`src/rtl/fifo_rd_stream_adapter_if.sv`:
```
// Handshake bundle between a fixed-latency FIFO read port, the stream adapter and its consumer.
// The master modport is the adapter's view; the slave modport is the FIFO/consumer environment's view.
interface fifo_rd_stream_adapter_if #(
  parameter int DATA_WIDTH = 8,
  parameter int BUF_DEPTH  = 2
);
  localparam int CNT_W = $clog2(BUF_DEPTH + 1);

  logic                  fifo_empty;
  logic [DATA_WIDTH-1:0] fifo_data_rd;
  logic                  fifo_rd_en;
  logic                  m_valid;
  logic [DATA_WIDTH-1:0] m_data;
  logic                  m_ready;
  logic [CNT_W-1:0]      buf_count;

  modport master (
    input  fifo_empty, fifo_data_rd, m_ready,
    output fifo_rd_en, m_valid, m_data, buf_count
  );

  modport slave (
    output fifo_empty, fifo_data_rd, m_ready,
    input  fifo_rd_en, m_valid, m_data, buf_count
  );
endinterface

```
`src/rtl/fifo_rd_stream_adapter.sv`:
```
// Fixed-latency FIFO read port to valid/ready stream, using a skid buffer plus in-flight credit accounting.
// Optional FIFO_RD_ADAPT_FLUSH_EN adds a flush input and a RUN/DRAIN FSM that discards buffered and in-flight data.
module fifo_rd_stream_adapter #(
  parameter int DATA_WIDTH = 8,
  parameter int RD_LATENCY = 1,
  parameter int BUF_DEPTH  = RD_LATENCY + 1
) (
  input  logic clk,
  input  logic rst_n,
`ifdef FIFO_RD_ADAPT_FLUSH_EN
  input  logic flush,
`endif
  fifo_rd_stream_adapter_if.master bus
);

  localparam int CNT_W = $clog2(BUF_DEPTH + 1);
  localparam int PTR_W = (BUF_DEPTH > 1) ? $clog2(BUF_DEPTH) : 1;
  localparam int INF_W = $clog2(RD_LATENCY + 1);
  localparam int SUM_W = $clog2(BUF_DEPTH + RD_LATENCY + 1) + 1;

  logic [RD_LATENCY-1:0] pipe;
  logic [INF_W-1:0]      inflight;
  logic [CNT_W-1:0]      count;
  logic [PTR_W-1:0]      head;
  logic [PTR_W-1:0]      tail;
  logic [DATA_WIDTH-1:0] mem [BUF_DEPTH];
  logic [SUM_W-1:0]      demand;
  logic                  pop;
  logic                  wr;
  logic                  issue;
  logic                  run;
  logic                  clear;

  function automatic logic [PTR_W-1:0] ptr_inc(input logic [PTR_W-1:0] p);
    return (p == PTR_W'(BUF_DEPTH - 1)) ? '0 : p + 1'b1;
  endfunction

  always_comb begin
    inflight = '0;
    for (int i = 0; i < RD_LATENCY; i++) inflight = inflight + INF_W'(pipe[i]);
  end

  // Credits: entries held plus reads still returning, less the word leaving this cycle.
  assign pop    = bus.m_valid & bus.m_ready;
  assign demand = SUM_W'(count) + SUM_W'(inflight) - SUM_W'(pop);
  assign issue  = rst_n & ~bus.fifo_empty & (demand < SUM_W'(BUF_DEPTH)) & run;
  assign wr     = pipe[RD_LATENCY-1] & run;

  assign bus.fifo_rd_en = issue;
  assign bus.m_valid    = (count != '0);
  assign bus.m_data     = mem[head];
  assign bus.buf_count  = count;

`ifdef FIFO_RD_ADAPT_FLUSH_EN
  typedef enum logic {RUN, DRAIN} state_t;
  state_t state;

  always_ff @(posedge clk or negedge rst_n) begin
    if (!rst_n) begin
      state <= RUN;
    end else begin
      case (state)
        RUN:     if (flush) state <= DRAIN;
        DRAIN:   if (inflight == '0 && !flush) state <= RUN;
        default: state <= RUN;
      endcase
    end
  end

  assign run   = (state == RUN);
  assign clear = run & flush;
`else
  assign run   = 1'b1;
  assign clear = 1'b0;
`endif

  always_ff @(posedge clk or negedge rst_n) begin
    if (!rst_n) begin
      pipe  <= '0;
      count <= '0;
      head  <= '0;
      tail  <= '0;
      // NOTE: the buffer is tiny and m_data must read 0 out of reset, so it is reset like any other register.
      for (int i = 0; i < BUF_DEPTH; i++) mem[i] <= '0;
    end else begin
      // NOTE: sequential state uses non-blocking assignments so every register samples pre-edge values.
      pipe[0] <= issue;
      for (int i = 1; i < RD_LATENCY; i++) pipe[i] <= pipe[i-1];

      if (clear) begin
        count <= '0;
        head  <= '0;
        tail  <= '0;
      end else begin
        if (wr) begin
          mem[tail] <= bus.fifo_data_rd;
          tail      <= ptr_inc(tail);
        end
        if (pop) head <= ptr_inc(head);
        case ({wr, pop})
          2'b10:   count <= count + 1'b1;
          2'b01:   count <= count - 1'b1;
          default: count <= count;
        endcase
      end
    end
  end

  a_no_overflow: assert property (@(posedge clk) disable iff (!rst_n) count <= CNT_W'(BUF_DEPTH));

endmodule
```
`src/flat_wrapper.sv`:
```
// flat-port wrapper written by rule: the top's interface ports become plain ports
module fifo_rd_stream_adapter_flat 
#(
  parameter int DATA_WIDTH = 8,
  parameter int RD_LATENCY = 1,
  parameter int BUF_DEPTH  = RD_LATENCY + 1
)
  (clk, rst_n, bus_fifo_empty, bus_fifo_data_rd, bus_m_ready, bus_fifo_rd_en, bus_m_valid, bus_m_data, bus_buf_count);
  fifo_rd_stream_adapter_if #(.DATA_WIDTH(DATA_WIDTH), .BUF_DEPTH(BUF_DEPTH)) bus_i ();
  input  logic clk;
  input  logic rst_n;
  input wire logic [$bits(bus_i.fifo_empty)-1:0] bus_fifo_empty;
  input wire logic [$bits(bus_i.fifo_data_rd)-1:0] bus_fifo_data_rd;
  input wire logic [$bits(bus_i.m_ready)-1:0] bus_m_ready;
  output wire logic [$bits(bus_i.fifo_rd_en)-1:0] bus_fifo_rd_en;
  output wire logic [$bits(bus_i.m_valid)-1:0] bus_m_valid;
  output wire logic [$bits(bus_i.m_data)-1:0] bus_m_data;
  output wire logic [$bits(bus_i.buf_count)-1:0] bus_buf_count;
  assign bus_i.fifo_empty = bus_fifo_empty;
  assign bus_i.fifo_data_rd = bus_fifo_data_rd;
  assign bus_i.m_ready = bus_m_ready;
  assign bus_fifo_rd_en = bus_i.fifo_rd_en;
  assign bus_m_valid = bus_i.m_valid;
  assign bus_m_data = bus_i.m_data;
  assign bus_buf_count = bus_i.buf_count;
  fifo_rd_stream_adapter #(.DATA_WIDTH(DATA_WIDTH), .RD_LATENCY(RD_LATENCY), .BUF_DEPTH(BUF_DEPTH)) u_core (.clk(clk), .rst_n(rst_n), .bus(bus_i));
endmodule
```
`config.mk`:
```
export PLATFORM = sky130hd
export DESIGN_NAME = fifo_rd_stream_adapter_flat
export DESIGN_NICKNAME = d
export VERILOG_FILES = /design/src/rtl/fifo_rd_stream_adapter_if.sv /design/src/rtl/fifo_rd_stream_adapter.sv /design/src/flat_wrapper.sv
export SDC_FILE = /design/constraint.sdc
export NUM_CORES = 1
export LEC_CHECK = 0
export ABC_AREA = 1
export CAP_MARGIN = 10
export CORE_MARGIN = 3
export CORE_UTILIZATION = 30
export CTS_BUF_LIST = sky130_fd_sc_hd__clkbuf_4 sky130_fd_sc_hd__clkbuf_8 sky130_fd_sc_hd__clkbuf_16
export CTS_CLUSTER_SIZE = 16
export DETAILED_ROUTE_END_ITERATION = 8
export GPL_TIMING_DRIVEN = 0
export SYNTH_ARGS = -nofsm -noshare
export SYNTH_HDL_FRONTEND = slang
export SYNTH_SLANG_ARGS = --single-unit
```
`constraint.sdc`:
```
create_clock -name clk -period 1.6 [get_ports clk]
set_clock_uncertainty 0.2 [all_clocks]
set_input_delay 0.16 -clock clk [delete_from_list [all_inputs] [get_ports clk]]
set_output_delay 0.16 -clock clk [all_outputs]
set_load 0.005 [all_outputs]
```
==> summary.txt, run 1 <==
CLOCK TREE
------------------------------------------------------------------------------------------
Clock latency at the later pin of the worst-skew pair                               310 ps
Max Root-Sink Buffers                                                                    2
Total of hold buffers inserted after clock tree synthesis                                0
Root Driver                                                                   sky130_fd_sc_hd__clkbuf_4
CTS H-tree depth                                                                         1
Sinks on the clock net                                                                  21
Num CTS Buffers                                                                          3
Clock tree from TritonCTS                                                              yes
Clock edge transition at the registers on the reported setup and hold paths         120 ps

LOGIC SYNTHESIS
------------------------------------------------------------------------------------------
Async set or reset register ratio after synthesis                                     100%
Syn nets                                                                               134
Number of enable flip-flop cells after synthesis                                         0
Commonest cells in the netlist                                                sky130_fd_sc_hd__nand2_1, sky130_fd_sc_hd__dfrtp_1, sky130_fd_sc_hd__inv_1, sky130_fd_sc_hd__o21ai_0, sky130_fd_sc_hd__o21ai_2
Synthesized netlist cell count                                                         121
Main area contributors after synthesis                                        sky130_fd_sc_hd__dfrtp_1, sky130_fd_sc_hd__nand2_1, sky130_fd_sc_hd__o21ai_2
Share of synthesized area occupied by flip-flops and latches                         51.5%
Total number of yosys warnings                                                           0
Post-synthesis cell area                                                          1020 µm²
Cell with the most instances after synthesis                                  sky130_fd_sc_hd__nand2_1
Area fraction of the dominant cell type after synthesis                              51.5%
Number of library cell types mapped by synthesis                                        19
Dominant synthesized flop cell                                                sky130_fd_sc_hd__dfrtp_1
Avg Synthesized Cell Area                                                         8.43 µm²
Cell type with the highest aggregate area in the netlist                      sky130_fd_sc_hd__dfrtp_1
Number of synthesized register bits                                                     21

GLOBAL ROUTING
------------------------------------------------------------------------------------------
Pin count of the biggest net entering global routing                                    23
Number of antenna violations at the first check in global routing                        0
Via count of the first global-routing pass                                             973
Total gr overflow                                                                        0
First-pass GRT wire length                                                         4470 µm
Overall Global Routing Usage                                                         13.7%

PLACED DESIGN
------------------------------------------------------------------------------------------
Sum of net half-perimeters after detailed placement                                1560 µm
Placed instance area                                                              1310 µm²
Number of I/O port buffers                                                              23
Final weighted congestion in routability-driven placement                            0.725

ROUTING
------------------------------------------------------------------------------------------
Iteration count of the initial detailed-routing pass                                     4
Number of vias after detailed routing                                                  933
Antenna-violating nets left                                                              0
1st-iter DRT viols                                                                      48
Average via count per standard cell                                                   4.42
DRC violation count after routing                                                        0
Avg WL per Cell                                                                    12.1 µm
Total wire length                                                                  2550 µm

FLOORPLANNING
------------------------------------------------------------------------------------------
Core region area                                                                  3150 µm²
FP Rows                                                                                 20
Full die area                                                                     4130 µm²
Boundary Pins                                                                           24
Height of the die                                                                  64.3 µm
DIE WIDTH                                                                          64.3 µm
Initial core utilization                                                             32.3%

WORST SETUP PATH
------------------------------------------------------------------------------------------
Setup Crit Path Kind                                                            reg -> out
CP endpoint kind                                                              primary output
Signal arrival time at the worst endpoint                                          1880 ps
Slowest cell on crit path                                                     sky130_fd_sc_hd__fa_1
Worst Path Required                                                                1240 ps
Cell mode on critical path                                                    sky130_fd_sc_hd__inv_2
Launching element type of the critical path                                       register
R2r setup slk                                                                      -210 ps
CP peak stage delay                                                                 480 ps
Critical path fanouts, max                                                               4
Cell Chain, Critical Path                                                     inv_2 -> nand4_1 -> nand2_2 -> inv_2 -> fa_1 -> nand3b_1 -> nor2_2 -> buf_2

LAYOUT
------------------------------------------------------------------------------------------
Antenna fix cells                                                                        0
Number of fill cells in the layout                                                     339
Layout overhead on the synthesized area                                              50.9%
Multi-input combinational cell area                                                439 µm²
Finished layout cell area                                                         1540 µm²
Net total in the final layout                                                          181
Sequential cell area in the final layout                                           528 µm²
Layout cells sized above 1                                                           41.3%

WORST HOLD PATH
------------------------------------------------------------------------------------------
Class of the most critical hold timing path                                    in -> async

TIMING
------------------------------------------------------------------------------------------
Actual transition at the worst max-transition pin                                   971 ps
Final setup margin                                                                 -642 ps
Number of endpoints with negative hold slack in the final report                         0
Slew margin rel.                                                                     35.1%
Total negative slack for setup checks                                             -1280 ps
Clock period minus worst slack                                                     2240 ps
Setup repair after global routing missed its margin                                    yes
Final Cycle Share                                                                     140%
Slew Limit Fails                                                                         0
Final setup violating endpoints                                                          8
Highest attainable clock frequency                                               0.446 GHz

OUTCOME
------------------------------------------------------------------------------------------
Outcome                                                                       complete, but fails checks
Violated checks                                                               setup timing

POWER AND IR DROP
------------------------------------------------------------------------------------------
Leakage power of the design                                                       0.822 nW
Power after layout                                                                 2.93 mW
Peak supply drop                                                                  0.724 mV
Total power divided by cell area                                               1900 nW/µm²

RUN
------------------------------------------------------------------------------------------
Maximum Capacitance Violations                                                           0

logic make-up after synthesis:
| logic type | Yosys count | synth area share (%) |
|---|---|---|
| fa+ha+maj | 1 | 1.96 |
| buf+inv | 20 | 9.81 |
| flops | 21 | 51.5 |
| simple gates | 61 | 24.2 |
| xor+xnor | 2 | 1.72 |
| compound gates | 16 | 10.8 |
critical path, delay by kind of cell, from the launching register on:
kind                     cells  cell delay, ps
buffers and inverters        3             250
AND/OR/NAND/NOR              4             420
flip-flops                   1             440
adder cells (fa/ha/maj)      1             480
power breakdown:
| group | internal, mW | total (mW) | switching (mW) |
|---|---|---|---|
| combinational | 0.919 | 1.67 | 0.754 |
| sequential | 0.788 | 0.975 | 0.187 |
| clock | 0.114 | 0.281 | 0.167 |
routing by layer:
layer	wire length (µm)	global-route usage, %
met2	1330	22.8
met1	1050	17.1
met4	17	3.96
met3	143	3.87
met5	0	0
area by class of cell:
cell class                      instances  area share [%]
Sequential cell                        21            34.3
Inverter                               16            4.72
Tap cell                               44            3.58
Clock buffer                            4            1.95
Buffer                                  3            2.76
Multi-Input combinational cell         80            28.5
Timing Repair Buffer                   43            24.1
final timing paths:
path	start	end	depth (start not counted)
setup / recovery	u_core.bus.buf_count[0]	bus_fifo_rd_en	8
hold / removal	rst_n	u_core.mem[15]	1
setup reg to reg	u_core.bus.buf_count[0]	u_core.pipe	8
hold reg to reg	u_core.mem[0]	u_core.mem[0]	2
max in group asynchronous	rst_n	u_core.pipe	1
min in group clk	bus_fifo_data_rd[2]	u_core.mem[10]	3
registers in the layout, indices dropped and copies added, names as in the netlist:
register / flops
u_core.bus.buf_count: 2
u_core.head: 1
u_core.mem: 16
u_core.pipe: 1
u_core.tail: 1
placed cells by master, fill, tap and decap left out:
| cell type | synthesis | final |
|---|---|---|
| sky130_fd_sc_hd__nand4_1 | 2 | 2 |
| sky130_fd_sc_hd__or2_1 | 1 | 1 |
| sky130_fd_sc_hd__clkinv_8 | 0 | 1 |
| sky130_fd_sc_hd__clkdlybuf4s50_1 | 0 | 11 |
| sky130_fd_sc_hd__clkbuf_2 | 0 | 1 |
| sky130_fd_sc_hd__nand3_1 | 3 | 3 |
| sky130_fd_sc_hd__clkbuf_4 | 0 | 4 |
| sky130_fd_sc_hd__dfrtp_2 | 0 | 2 |
| sky130_fd_sc_hd__o21ai_0 | 8 | 8 |
| sky130_fd_sc_hd__dlygate4sd2_1 | 0 | 1 |
| sky130_fd_sc_hd__nand2_2 | 1 | 12 |
| sky130_fd_sc_hd__nor2_2 | 0 | 1 |
| sky130_fd_sc_hd__nand2_4 | 0 | 2 |
| sky130_fd_sc_hd__buf_6 | 1 | 12 |
| sky130_fd_sc_hd__fa_1 | 1 | 1 |
| sky130_fd_sc_hd__nand2_1 | 49 | 36 |
| sky130_fd_sc_hd__nand3b_1 | 1 | 1 |
| sky130_fd_sc_hd__buf_2 | 1 | 9 |
| sky130_fd_sc_hd__nor2_1 | 4 | 3 |
| sky130_fd_sc_hd__inv_2 | 1 | 5 |
| sky130_fd_sc_hd__o21ai_2 | 8 | 8 |
| sky130_fd_sc_hd__buf_4 | 0 | 10 |
| sky130_fd_sc_hd__xor2_1 | 2 | 2 |
| sky130_fd_sc_hd__inv_1 | 14 | 10 |
| sky130_fd_sc_hd__buf_8 | 0 | 1 |
| sky130_fd_sc_hd__buf_12 | 1 | 1 |
| sky130_fd_sc_hd__dfrtp_1 | 21 | 19 |
metrics by stage:
stage               worst slack, ps  std cells  util (%)  hold slack [ps]
floorplan                     -94.1        121         -             -336
global placement               -968        188      41.5              265
detailed placement             -999        188      41.5              270
CTS                            -678        207      46.4              204
global route                   -779        211      48.8              204
finish                         -642        211      48.8              174
timing repair:
item	in CTS	in global routing
endpoints found under the setup margin	13	17
gates cloned	1	0
buffers inserted	14	6
resized for setup	58	24
pin swaps	6	6
Note: power is estimated with default switching activity, not from simulation.
==> inputs of run 2 (changes only) <==
CORE_UTILIZATION = 40   (was 30)
PLACE_DENSITY = 0.69   (was unset)
==> summary.txt, run 2 (synthesized netlist as in run 1, its figures left out) <==
WORST SETUP PATH
------------------------------------------------------------------------------------------
Reg2Reg Depth                                                                            7
Buffer and inverter count on the worst path                                              4
CP endpoint kind                                                              primary output
Cell Chain, Critical Path                                                     clkdlybuf4s50_1 -> inv_1 -> nand3_1 -> nand2_1 -> inv_1 -> fa_1 -> nand3b_1 -> nor2_2 -> buf_2
Signal arrival time at the worst endpoint                                          1860 ps
Launching element type of the critical path                                   primary input
R2r setup slk                                                                      -110 ps
Reg-to-reg critical path startpoint                                           u_core.bus.buf_count[0]
Setup Crit Path Kind                                                             in -> out
Worst Path Required                                                                1240 ps
Slowest cell on crit path                                                     sky130_fd_sc_hd__clkdlybuf4s50_1
CP peak stage delay                                                                 490 ps
R2r endpoint                                                                   u_core.pipe
Top cell family by delay on the critical path                                 buffers and inverters
Cell mode on critical path                                                    sky130_fd_sc_hd__inv_1
Critical path fanouts, max                                                               5

LAYOUT
------------------------------------------------------------------------------------------
Commonest non-fill, non-tap cells in the layout                               sky130_fd_sc_hd__nand2_1, sky130_fd_sc_hd__dfrtp_1, sky130_fd_sc_hd__inv_1
Post-Layout Cell Count                                                                 193
Number of fill cells in the layout                                                     205
Commonest non-fill, non-tap cell in the layout                                sky130_fd_sc_hd__nand2_1
Register ranked first by flip-flop count                                        u_core.mem
Layout overhead on the synthesized area                                              45.6%
Post-Route Utilization                                                               64.1%
Layout cells sized above 1                                                           35.8%
Net total in the final layout                                                          179
Antenna fix cells                                                                        0
Max reg flops                                                                           16

PLACED DESIGN
------------------------------------------------------------------------------------------
Final weighted congestion in routability-driven placement                            0.718
Count of placed standard cells including taps                                          172
DP Worst Slack                                                                     -984 ps
Number of I/O port buffers                                                              23
Sum of net half-perimeters after detailed placement                                1430 µm

TIMING
------------------------------------------------------------------------------------------
Clock period minus worst slack                                                     2220 ps
Final-layout worst hold slack                                                       191 ps
Slew margin rel.                                                                     34.6%
Setup repair after global routing missed its margin                                    yes
Highest attainable clock frequency                                               0.450 GHz
Actual transition at the worst max-transition pin                                   977 ps
Final setup margin                                                                 -624 ps
Slew Limit Fails                                                                         0
Total negative slack for setup checks                                              -857 ps
Number of endpoints with negative hold slack in the final report                         0
Final setup violating endpoints                                                          4
Final Cycle Share                                                                     139%

POWER AND IR DROP
------------------------------------------------------------------------------------------
Leakage power of the design                                                       0.806 nW
Peak supply drop                                                                  0.972 mV
Switching power                                                                    1.06 mW
Sequential fraction of design power                                                  34.3%
Total power divided by cell area                                               1890 nW/µm²
Cell internal pwr                                                                  1.74 mW
Clock network power share                                                             9.4%
Switching power share of the total                                                   37.8%
Combinational cell fraction of total power                                           56.3%

CLOCK TREE
------------------------------------------------------------------------------------------
Clock latency at the later pin of the worst-skew pair                               290 ps
Root Driver                                                                   sky130_fd_sc_hd__clkbuf_4
Max Root-Sink Buffers                                                                    2
Num CTS Buffers                                                                          3
Sinks on the clock net                                                                  21
Clock edge transition at the registers on the reported setup and hold paths         120 ps
Clock tree from TritonCTS                                                              yes
CTS H-tree depth                                                                         1

GLOBAL ROUTING
------------------------------------------------------------------------------------------
Total gr overflow                                                                        0
Overall Global Routing Usage                                                         16.4%
First-pass GRT wire length                                                         4120 µm
Via count of the first global-routing pass                                             947
Pin count of the biggest net entering global routing                                    23
Number of antenna violations at the first check in global routing                        0

ROUTING
------------------------------------------------------------------------------------------
1st-iter DRT viols                                                                      17
Avg WL per Cell                                                                    12.1 µm
Iteration count of the initial detailed-routing pass                                     4
Total wire length                                                                  2330 µm
Antenna-violating nets left                                                              0
Average via count per standard cell                                                   4.87
Number of vias after detailed routing                                                  939
DRC violation count after routing                                                        0

FLOORPLANNING
------------------------------------------------------------------------------------------
Height of the die                                                                  56.5 µm
Boundary Pins                                                                           24
DIE WIDTH                                                                          56.5 µm
Initial core utilization                                                             44.0%
FP Rows                                                                                 17
Core region area                                                                  2320 µm²
Full die area                                                                     3190 µm²

RUN
------------------------------------------------------------------------------------------
Maximum Capacitance Violations                                                           0

WORST HOLD PATH
------------------------------------------------------------------------------------------
Class of the most critical hold timing path                                    in -> async

OUTCOME
------------------------------------------------------------------------------------------
Outcome                                                                       complete, but fails checks
Violated checks                                                               setup timing

## run 2: cell count changes in the layout (fill, tap and decap cells not counted), sizes merged
cell,delta
buf,-6
clkinv,+1
dlygate4sd2,+1
clkbuf,+2
## run 2: how the worst max path moves through the flow
| stage | start | endpoint | cells after the start |
|---|---|---|---|
| finish | bus_m_ready | bus_fifo_rd_en | 9 |
| global placement | bus_m_ready | bus_fifo_rd_en | 9 |
| floorplan | u_core.bus.buf_count[0] | bus_fifo_rd_en | 7 |
| global route | u_core.bus.buf_count[0] | bus_fifo_rd_en | 8 |
| detailed placement | bus_m_ready | bus_fifo_rd_en | 9 |
| CTS | u_core.bus.buf_count[0] | bus_fifo_rd_en | 8 |
## run 2: per-stage QoR
step	area (µm²)	power, mW
after global routing	1490	3.07
after detailed placement	1290	2.17
after CTS	1470	2.76
after global placement	1290	2.14
after floorplan	1020	1.60
final	1490	2.80
## run 2: final cells by class
| cell class | count | area [µm²] | share of cell area, % |
|---|---|---|---|
| Buffer | 3 | 42.5 | 2.86 |
| Multi-Input combinational cell | 80 | 424 | 28.6 |
| Timing Repair inverter | 1 | 16.3 | 1.10 |
| Clock buffer | 4 | 30.0 | 2.02 |
| Inverter | 16 | 72.6 | 4.89 |
| Tap cell | 28 | 35.0 | 2.36 |
| Timing Repair Buffer | 40 | 337 | 22.7 |
| Sequential cell | 21 | 528 | 35.6 |
## run 2: power by group through the flow
stage / Clock (mW) / Combinational [mW] / Sequential [mW]
2_1_floorplan: 0 / 0.680 / 0.924
3_3_place_gp: 0 / 1.20 / 0.944
3_5_place_dp: 0 / 1.22 / 0.951
4_1_cts: 0.273 / 1.55 / 0.944
5_1_grt: 0.294 / 1.78 / 0.995
6_report: 0.263 / 1.58 / 0.961
## run 2: repair_timing
action                                  CTS  global route
endpoints found under the hold margin     0             0
cloned                                    2             0
pin swaps                                 2             5
endpoints found under the setup margin   13            19
hold buffers                              0             0
buffers inserted                         14             3
gates resized for setup                  51            13
## run 2: routing by layer
layer  global-route usage (%)  vias up  wire length, µm
li1                         -      464                -
met1                     22.0      445             1090
met2                     25.9       24             1070
met3                     3.45        6              119
met4                     5.76        0               46
met5                        0        -                0
